<file path="src/rtl/uart_pkg.sv">
`default_nettype none
// ============================================================================
// Module   : uart_pkg
// Purpose  : Shared UART state encoding and timing helper (RX and TX sides).
// Revision : 1.0
// ============================================================================
package uart_pkg;

    typedef enum logic [1:0] {
        ST_IDLE  = 2'd0,
        ST_START = 2'd1,
        ST_DATA  = 2'd2,
        ST_STOP  = 2'd3
    } uart_state_t;

    function automatic int clks_per_bit(input int sys_clk, input int bps);
        return sys_clk / bps;
    endfunction

endpackage
`default_nettype wire

</file>
<file path="src/rtl/uart_rx_byte.sv">
`default_nettype none
// ============================================================================
// Module   : uart_rx_byte
// Purpose  : 8N1 byte receiver: line synchronizer, bit-timing FSM, shifter.
// Revision : 1.0
// ============================================================================
module uart_rx_byte
    import uart_pkg::*;
#(
    parameter int CLKS_PER_BIT = 434,
    parameter int HALF_BIT     = 217
) (
    input  logic       clk,
    input  logic       rst_n,
    input  logic       i_rx,
    output logic       o_byte_ok,
    output logic       o_stop_err,
    output logic [7:0] o_byte,
    output logic       o_start_acc,
    output logic       o_start_edge,
    output logic       o_idle,
    output logic       o_busy
);

    localparam int                  c_CNT_W    = $clog2(CLKS_PER_BIT);
    localparam logic [c_CNT_W-1:0]  c_BIT_END  = c_CNT_W'(CLKS_PER_BIT - 1);
    localparam logic [c_CNT_W-1:0]  c_HALF_END = c_CNT_W'(HALF_BIT - 1);

    logic               r_sync1, r_sync2, r_prev;
    uart_state_t        r_state, w_state_nxt;
    logic [c_CNT_W-1:0] r_cnt, w_cnt_nxt;
    logic [2:0]         r_bit, w_bit_nxt;
    logic [7:0]         r_shift, w_shift_nxt;
    logic               w_fall, w_start_acc, w_byte_ok, w_stop_err;

    // Synchronizer and edge-detect flops idle high like the line itself
    always_ff @(posedge clk or negedge rst_n) begin
        if (!rst_n) begin
            r_sync1 <= 1'b1;
            r_sync2 <= 1'b1;
            r_prev  <= 1'b1;
        end else begin
            r_sync1 <= i_rx;
            r_sync2 <= r_sync1;
            r_prev  <= r_sync2;
        end
    end

    assign w_fall = r_prev & ~r_sync2;

    always_ff @(posedge clk or negedge rst_n) begin
        if (!rst_n) begin
            r_state <= ST_IDLE;
            r_cnt   <= '0;
            r_bit   <= '0;
            r_shift <= '0;
        end else begin
            r_state <= w_state_nxt;
            r_cnt   <= w_cnt_nxt;
            r_bit   <= w_bit_nxt;
            r_shift <= w_shift_nxt;
        end
    end

    always_comb begin
        w_state_nxt = r_state;
        w_cnt_nxt   = r_cnt;
        w_bit_nxt   = r_bit;
        w_shift_nxt = r_shift;
        w_start_acc = 1'b0;
        w_byte_ok   = 1'b0;
        w_stop_err  = 1'b0;
        case (r_state)
            ST_IDLE: begin
                if (w_fall) begin
                    w_state_nxt = ST_START;
                    w_cnt_nxt   = '0;
                end
            end
            ST_START: begin
                if (r_cnt == c_HALF_END) begin
                    w_cnt_nxt = '0;
                    if (!r_sync2) begin
                        w_state_nxt = ST_DATA;
                        w_bit_nxt   = '0;
                        w_start_acc = 1'b1;
                    end else begin
                        w_state_nxt = ST_IDLE;
                    end
                end else begin
                    w_cnt_nxt = r_cnt + 1'b1;
                end
            end
            ST_DATA: begin
                if (r_cnt == c_BIT_END) begin
                    w_cnt_nxt   = '0;
                    w_shift_nxt = {r_sync2, r_shift[7:1]};
                    if (r_bit == 3'd7) begin
                        w_state_nxt = ST_STOP;
                    end else begin
                        w_bit_nxt = r_bit + 1'b1;
                    end
                end else begin
                    w_cnt_nxt = r_cnt + 1'b1;
                end
            end
            ST_STOP: begin
                // Leaving at mid-stop lets a start bit right after the stop bit be caught
                if (r_cnt == c_BIT_END) begin
                    w_cnt_nxt   = '0;
                    w_state_nxt = ST_IDLE;
                    w_byte_ok   = r_sync2;
                    w_stop_err  = ~r_sync2;
                end else begin
                    w_cnt_nxt = r_cnt + 1'b1;
                end
            end
            default: w_state_nxt = ST_IDLE;
        endcase
    end

    assign o_byte_ok    = w_byte_ok;
    assign o_stop_err   = w_stop_err;
    assign o_byte       = r_shift;
    assign o_start_acc  = w_start_acc;
    assign o_start_edge = (r_state == ST_IDLE) & w_fall;
    assign o_idle       = (r_state == ST_IDLE);
    assign o_busy       = (r_state == ST_DATA) | (r_state == ST_STOP);

endmodule
`default_nettype wire

</file>
<file path="src/rtl/uart_frame_rx.sv">
`default_nettype none
// ============================================================================
// Module   : uart_frame_rx
// Purpose  : UART receiver packing NUM_BYTES bytes per frame, with timeout.
// Revision : 1.0
// ============================================================================
module uart_frame_rx
    import uart_pkg::*;
#(
    parameter int SYS_CLK      = 50000000,
    parameter int BPS          = 115200,
    parameter int NUM_BYTES    = 6,
    parameter int TIMEOUT_BITS = 20
) (
    input  logic                   clk,
    input  logic                   rst_n,
    input  logic                   rx_uart,
    output logic [7:0]             byte_data,
    output logic                   byte_valid,
    output logic [NUM_BYTES*8-1:0] frame_data,
    output logic                   frame_valid,
    output logic                   frame_err,
    output logic                   busy
);

    localparam int                 c_CLKS_PER_BIT = clks_per_bit(SYS_CLK, BPS);
    localparam int                 c_HALF_BIT     = c_CLKS_PER_BIT / 2;
    localparam int                 c_TO_LIMIT     = TIMEOUT_BITS * c_CLKS_PER_BIT;
    localparam int                 c_TO_W         = $clog2(c_TO_LIMIT + 1);
    localparam logic [c_TO_W-1:0]  c_TO_END       = c_TO_W'(c_TO_LIMIT - 1);
    localparam logic [3:0]         c_LAST_IDX     = 4'(NUM_BYTES - 1);

    logic                   w_byte_ok, w_stop_err, w_start_acc, w_start_edge, w_idle;
    logic [7:0]             w_rx_byte;
    logic [3:0]             r_idx;
    logic [c_TO_W-1:0]      r_to_cnt;
    logic [7:0]             r_slot [NUM_BYTES];
    logic [NUM_BYTES*8-1:0] w_frame;
    logic                   w_to_run, w_to_expire;

    uart_rx_byte #(
        .CLKS_PER_BIT (c_CLKS_PER_BIT),
        .HALF_BIT     (c_HALF_BIT)
    ) u_rx_byte (
        .clk          (clk),
        .rst_n        (rst_n),
        .i_rx         (rx_uart),
        .o_byte_ok    (w_byte_ok),
        .o_stop_err   (w_stop_err),
        .o_byte       (w_rx_byte),
        .o_start_acc  (w_start_acc),
        .o_start_edge (w_start_edge),
        .o_idle       (w_idle),
        .o_busy       (busy)
    );

    // The slot being completed takes the incoming byte directly so the frame
    // register can load in the same cycle as byte_data.
    for (genvar i = 0; i < NUM_BYTES; i++) begin : g_slot
        always_ff @(posedge clk or negedge rst_n) begin
            if (!rst_n) begin
                r_slot[i] <= '0;
            end else if (w_byte_ok && (r_idx == 4'(i))) begin
                r_slot[i] <= w_rx_byte;
            end
        end
        assign w_frame[i*8 +: 8] = (r_idx == 4'(i)) ? w_rx_byte : r_slot[i];
    end

    // A falling edge in the expiry cycle wins over the timeout
    assign w_to_run    = w_idle && (r_idx != 4'd0);
    assign w_to_expire = w_to_run && !w_start_edge && (r_to_cnt == c_TO_END);

    always_ff @(posedge clk or negedge rst_n) begin
        if (!rst_n) begin
            r_to_cnt <= '0;
        end else if (w_start_acc || (r_idx == 4'd0)) begin
            r_to_cnt <= '0;
        end else if (w_to_run && !w_start_edge) begin
            r_to_cnt <= w_to_expire ? '0 : r_to_cnt + 1'b1;
        end
    end

    always_ff @(posedge clk or negedge rst_n) begin
        if (!rst_n) begin
            r_idx       <= '0;
            byte_data   <= '0;
            byte_valid  <= 1'b0;
            frame_data  <= '0;
            frame_valid <= 1'b0;
            frame_err   <= 1'b0;
        end else begin
            byte_valid  <= 1'b0;
            frame_valid <= 1'b0;
            frame_err   <= 1'b0;
            if (w_byte_ok) begin
                byte_data  <= w_rx_byte;
                byte_valid <= 1'b1;
                if (r_idx == c_LAST_IDX) begin
                    frame_data  <= w_frame;
                    frame_valid <= 1'b1;
                    r_idx       <= '0;
                end else begin
                    r_idx <= r_idx + 1'b1;
                end
            end else if (w_stop_err || w_to_expire) begin
                frame_err <= 1'b1;
                r_idx     <= '0;
            end
        end
    end

endmodule
`default_nettype wire
</file>
<file path="config.mk">
export PLATFORM = sky130hd
export DESIGN_NAME = uart_frame_rx
export DESIGN_NICKNAME = d
export VERILOG_FILES = /design/src/rtl/uart_pkg.sv /design/src/rtl/uart_rx_byte.sv /design/src/rtl/uart_frame_rx.sv
export SDC_FILE = /design/constraint.sdc
export NUM_CORES = 1
export LEC_CHECK = 0
export CORE_MARGIN = 2
export CORE_UTILIZATION = 45
export DETAILED_ROUTE_END_ITERATION = 6
export PLACE_DENSITY_LB_ADDON = 0.12
export SYNTH_ARGS = -nofsm -noshare
export SYNTH_HDL_FRONTEND = slang
export SYNTH_SLANG_ARGS = --single-unit
</file>
<file path="constraint.sdc">
create_clock -name clk -period 6.2 [get_ports clk]
set_input_delay 1.24 -clock clk [delete_from_list [all_inputs] [get_ports clk]]
set_output_delay 1.24 -clock clk [all_outputs]
set_load 0.02 [all_outputs]
</file>
==> impl_metrics.env <==
export IMPL_outcome="finished clean"
export IMPL_startpoint_type="flop"
export IMPL_vias=3979
export IMPL_firstDrtPassIters=4
export IMPL_synth_top_cell_by_area="dfrtp_1"
export IMPL_portBuffers=62
export IMPL_crit_path_top_delay_cell="clkdlybuf4s50_1"
export IMPL_hold_class="reg -> reg"
export IMPL_fillers=1180
export IMPL_ir_worst_vdd_v=0.000181
export IMPL_die_w_um=122
export IMPL_critPathArrivalTime_ns=1.55
export IMPL_root_buffer="clkbuf_16"
export IMPL_hold_buffers=0
export IMPL_r2r_start="u_rx_byte.r_cnt[1]"
export IMPL_rsz0062_at_grt="false"
export IMPL_core_region_area_mm2=0.0137
export IMPL_numCtsBuffers=17
export IMPL_gp_congestion=0.797
export IMPL_path_buf_inv=1
export IMPL_cts_resized=0
export IMPL_critPathKind="reg -> out"
export IMPL_period_share_pct=44.9
export IMPL_synth_edf_count=0
export IMPL_synth_cell_types=51
export IMPL_grt_overflow_total=0
export IMPL_die_area_mm2=0.0148
export IMPL_cts_setup_buffers=0
export IMPL_avgRoutedWirePerCell_um=16.3
export IMPL_hold_violations=0
export IMPL_p_seq_share_pct=48.4
export IMPL_synth_cells=505
export IMPL_grt_max_degree=101
export IMPL_hold_path_depth=0
export IMPL_grt_pass1_vias=4047
export IMPL_yosysWarnings=0
export IMPL_worstReg2RegEnd="u_rx_byte.r_bit[2]"
export IMPL_ant_nets=0
export IMPL_drt_total_wl_mm=12.2
export IMPL_cp_depth=1
export IMPL_reg2reg_depth=7
export IMPL_slew_headroom_pct=22.8
export IMPL_syn_avg_cell_area_um2=12.4
export IMPL_viasPerCell=5.28
export IMPL_clock_sinks=142
export IMPL_slowest_delay_ns=0.67
export IMPL_setup_viol=0
export IMPL_area_delta_synth_final_pct=21.4
export IMPL_fin_crit_ns=2.79
export IMPL_worstMarginPinSlew_ns=1.15
export IMPL_synth_seq_cells=142
export IMPL_pwr_density_cell_mw_per_mm2=273
export IMPL_fin_skew_ns=0.00988
export IMPL_num_rows=43
export IMPL_hold_start="u_rx_byte.r_sync1"
export IMPL_synthTopCellsByArea="dfrtp_1 (56%), mux2_2 (11%), mux2_4 (4.3%)"
export IMPL_worst_setup_path_end_kind="output port"
export IMPL_syn_area_mm2=0.00624
export IMPL_h_tree_depth=4
export IMPL_yosys_area_top_type_share_pct=55.7
export IMPL_place_area_mm2=0.00701
export IMPL_leakage_nw=3.51
export IMPL_tritoncts="done"
export IMPL_hpwl_mm=7.90
export IMPL_clk_path_buf_depth=2
export IMPL_slew_viol_final=0
export IMPL_dieHeight_um=122
export IMPL_drc=0
export IMPL_mostFrequentLayoutCell="dfrtp_1"
export IMPL_p_int_mw=1.60
export IMPL_final_cell_mix="dfrtp_1 (139), mux2_2 (61), clkdlybuf4s50_1 (61)"
export IMPL_swShare_pct=23.0
export IMPL_max_clock_freq_mhz=359
export IMPL_drt_iter0_markers=238
export IMPL_tns_ns=0
export IMPL_num_antenna_cells=0
export IMPL_synth_fp_nets=514
export IMPL_p_switching_mw=0.476
export IMPL_grt_pass1_wl_mm=20.7
export IMPL_ys_flop_type="dfrtp_1"
export IMPL_io_pins=63
export IMPL_post_route_cell_area_mm2=0.00758
export IMPL_async_flop_share_pct=100
export IMPL_drive_gt1_share_pct=22.7
export IMPL_comb_power_share_pct=4.9
export IMPL_clkPwrFrac_pct=46.8
export IMPL_cp_max_fo=8
export IMPL_cpLargestDelayFamily="buffers and inverters"
export IMPL_initial_core_util_pct=45.5
export IMPL_clock_latency_ns=0.42
export IMPL_cp_required_ns=4.96
export IMPL_ys_seq_area_share_pct=57.0
export IMPL_cp_cell_sequence="clkdlybuf4s50_1"
export IMPL_clk_pin_slew_worst_paths_ns=0.06
export IMPL_layout_nets=569
export IMPL_track_usage_pct=18.1
export IMPL_antenna_found_initial=0
export IMPL_power_mw=2.07
export IMPL_rrSetupSlack_ns=3.64
export IMPL_drv_cap=0
export IMPL_min_to="u_rx_byte.r_sync2"
-- Yosys cell counts (all sizes together) (2+ instances only) --
cell      n
inv      10
and2      5
nand4     8
clkbuf   22
a22o      2
a21oi    10
o31ai     5
buf      12
and3      7
nor4b     2
o211ai    5
nor3      4
mux2     82
nand2b    2
nand3    17
xor2      5
a21o      3
nor4      4
dfstp     3
ha        6
a31oi     8
dfrtp   139
o21ai    39
mux2i    25
nand3b    4
nor2     15
nor2b     3
nand2    44
-- per-layer routing --
metal | wire length [µm] | track usage, % | up-vias
met4 | 182 | 7.18 | 0
met1 | 5640 | 24.1 | 1990
met5 | 0 | 0 | -
met2 | 6010 | 29.2 | 70
met3 | 409 | 3.89 | 15
li1 | - | - | 1904
-- sequential cells by signal (all words and copies together) (netlist names), named ones only --
name,cells
r_idx,4
u_rx_byte.r_prev,1
u_rx_byte.r_sync2,1
byte_data,8
byte_valid,1
u_rx_byte.r_bit,3
r_slot,40
u_rx_byte.o_byte,8
r_to_cnt,14
frame_data,48
frame_valid,1
u_rx_byte.r_sync1,1
frame_err,1
u_rx_byte.r_cnt,9
u_rx_byte.r_state,1
-- stage by stage --
stage | utilization [%] | std cells | setup WS [ns] | hold slack (ns)
after floorplan | - | 505 | 3.95 | 0.345
after global placement | 51.1 | 721 | 3.68 | 0.347
after detailed placement | 51.1 | 721 | 3.62 | 0.350
after CTS | 55.2 | 753 | 3.39 | 0.358
after global routing | 55.2 | 753 | 3.31 | 0.363
final | 55.2 | 753 | 3.41 | 0.357
-- worst max-delay path by stage --
stage               slack (ns)                  to               start
floorplan                 3.95  u_rx_byte.r_bit[1]  u_rx_byte.r_cnt[1]
global placement          3.68          r_slot[32]               rst_n
detailed placement        3.62  u_rx_byte.r_bit[2]  u_rx_byte.r_cnt[1]
CTS                       3.39                busy                flop
global route              3.31                busy                flop
finish                    3.41                busy                flop
-- cell families after synthesis --
group,after synthesis,synth area share [%]
and+or+nand+nor,123,10.9
buffers and inverters,44,2.93
DFF,142,57.0
AOI/OAI and AO/OA,77,7.27
adders and majority gates,6,1.20
muxes,107,19.9
xor gates and xnor gates,6,0.842
-- power by group through the flow --
| stage | clock network (mW) | registers [mW] | logic (mW) |
|---|---|---|---|
| final | 0.968 | 1.00 | 0.101 |
| after global routing | 1.04 | 1.01 | 0.122 |
| after CTS | 0.990 | 1.00 | 0.104 |
| after global placement | 0 | 1.02 | 0.101 |
| after floorplan | 0 | 0.996 | 0.0811 |
| after detailed placement | 0 | 1.02 | 0.104 |
-- area by class of cell --
class / count / area (µm²) / area share [%]
Sequential cell: 142 / 3560 / 46.9
Multi-Input combinational cell: 319 / 2510 / 33.1
Timing Repair Buffer: 70 / 682 / 9.00
Clock buffer: 20 / 447 / 5.89
Tap cell: 180 / 225 / 2.97
Clock inverter: 12 / 120 / 1.58
Inverter: 10 / 37.5 / 0.495
(Power assumes the default switching activity.)
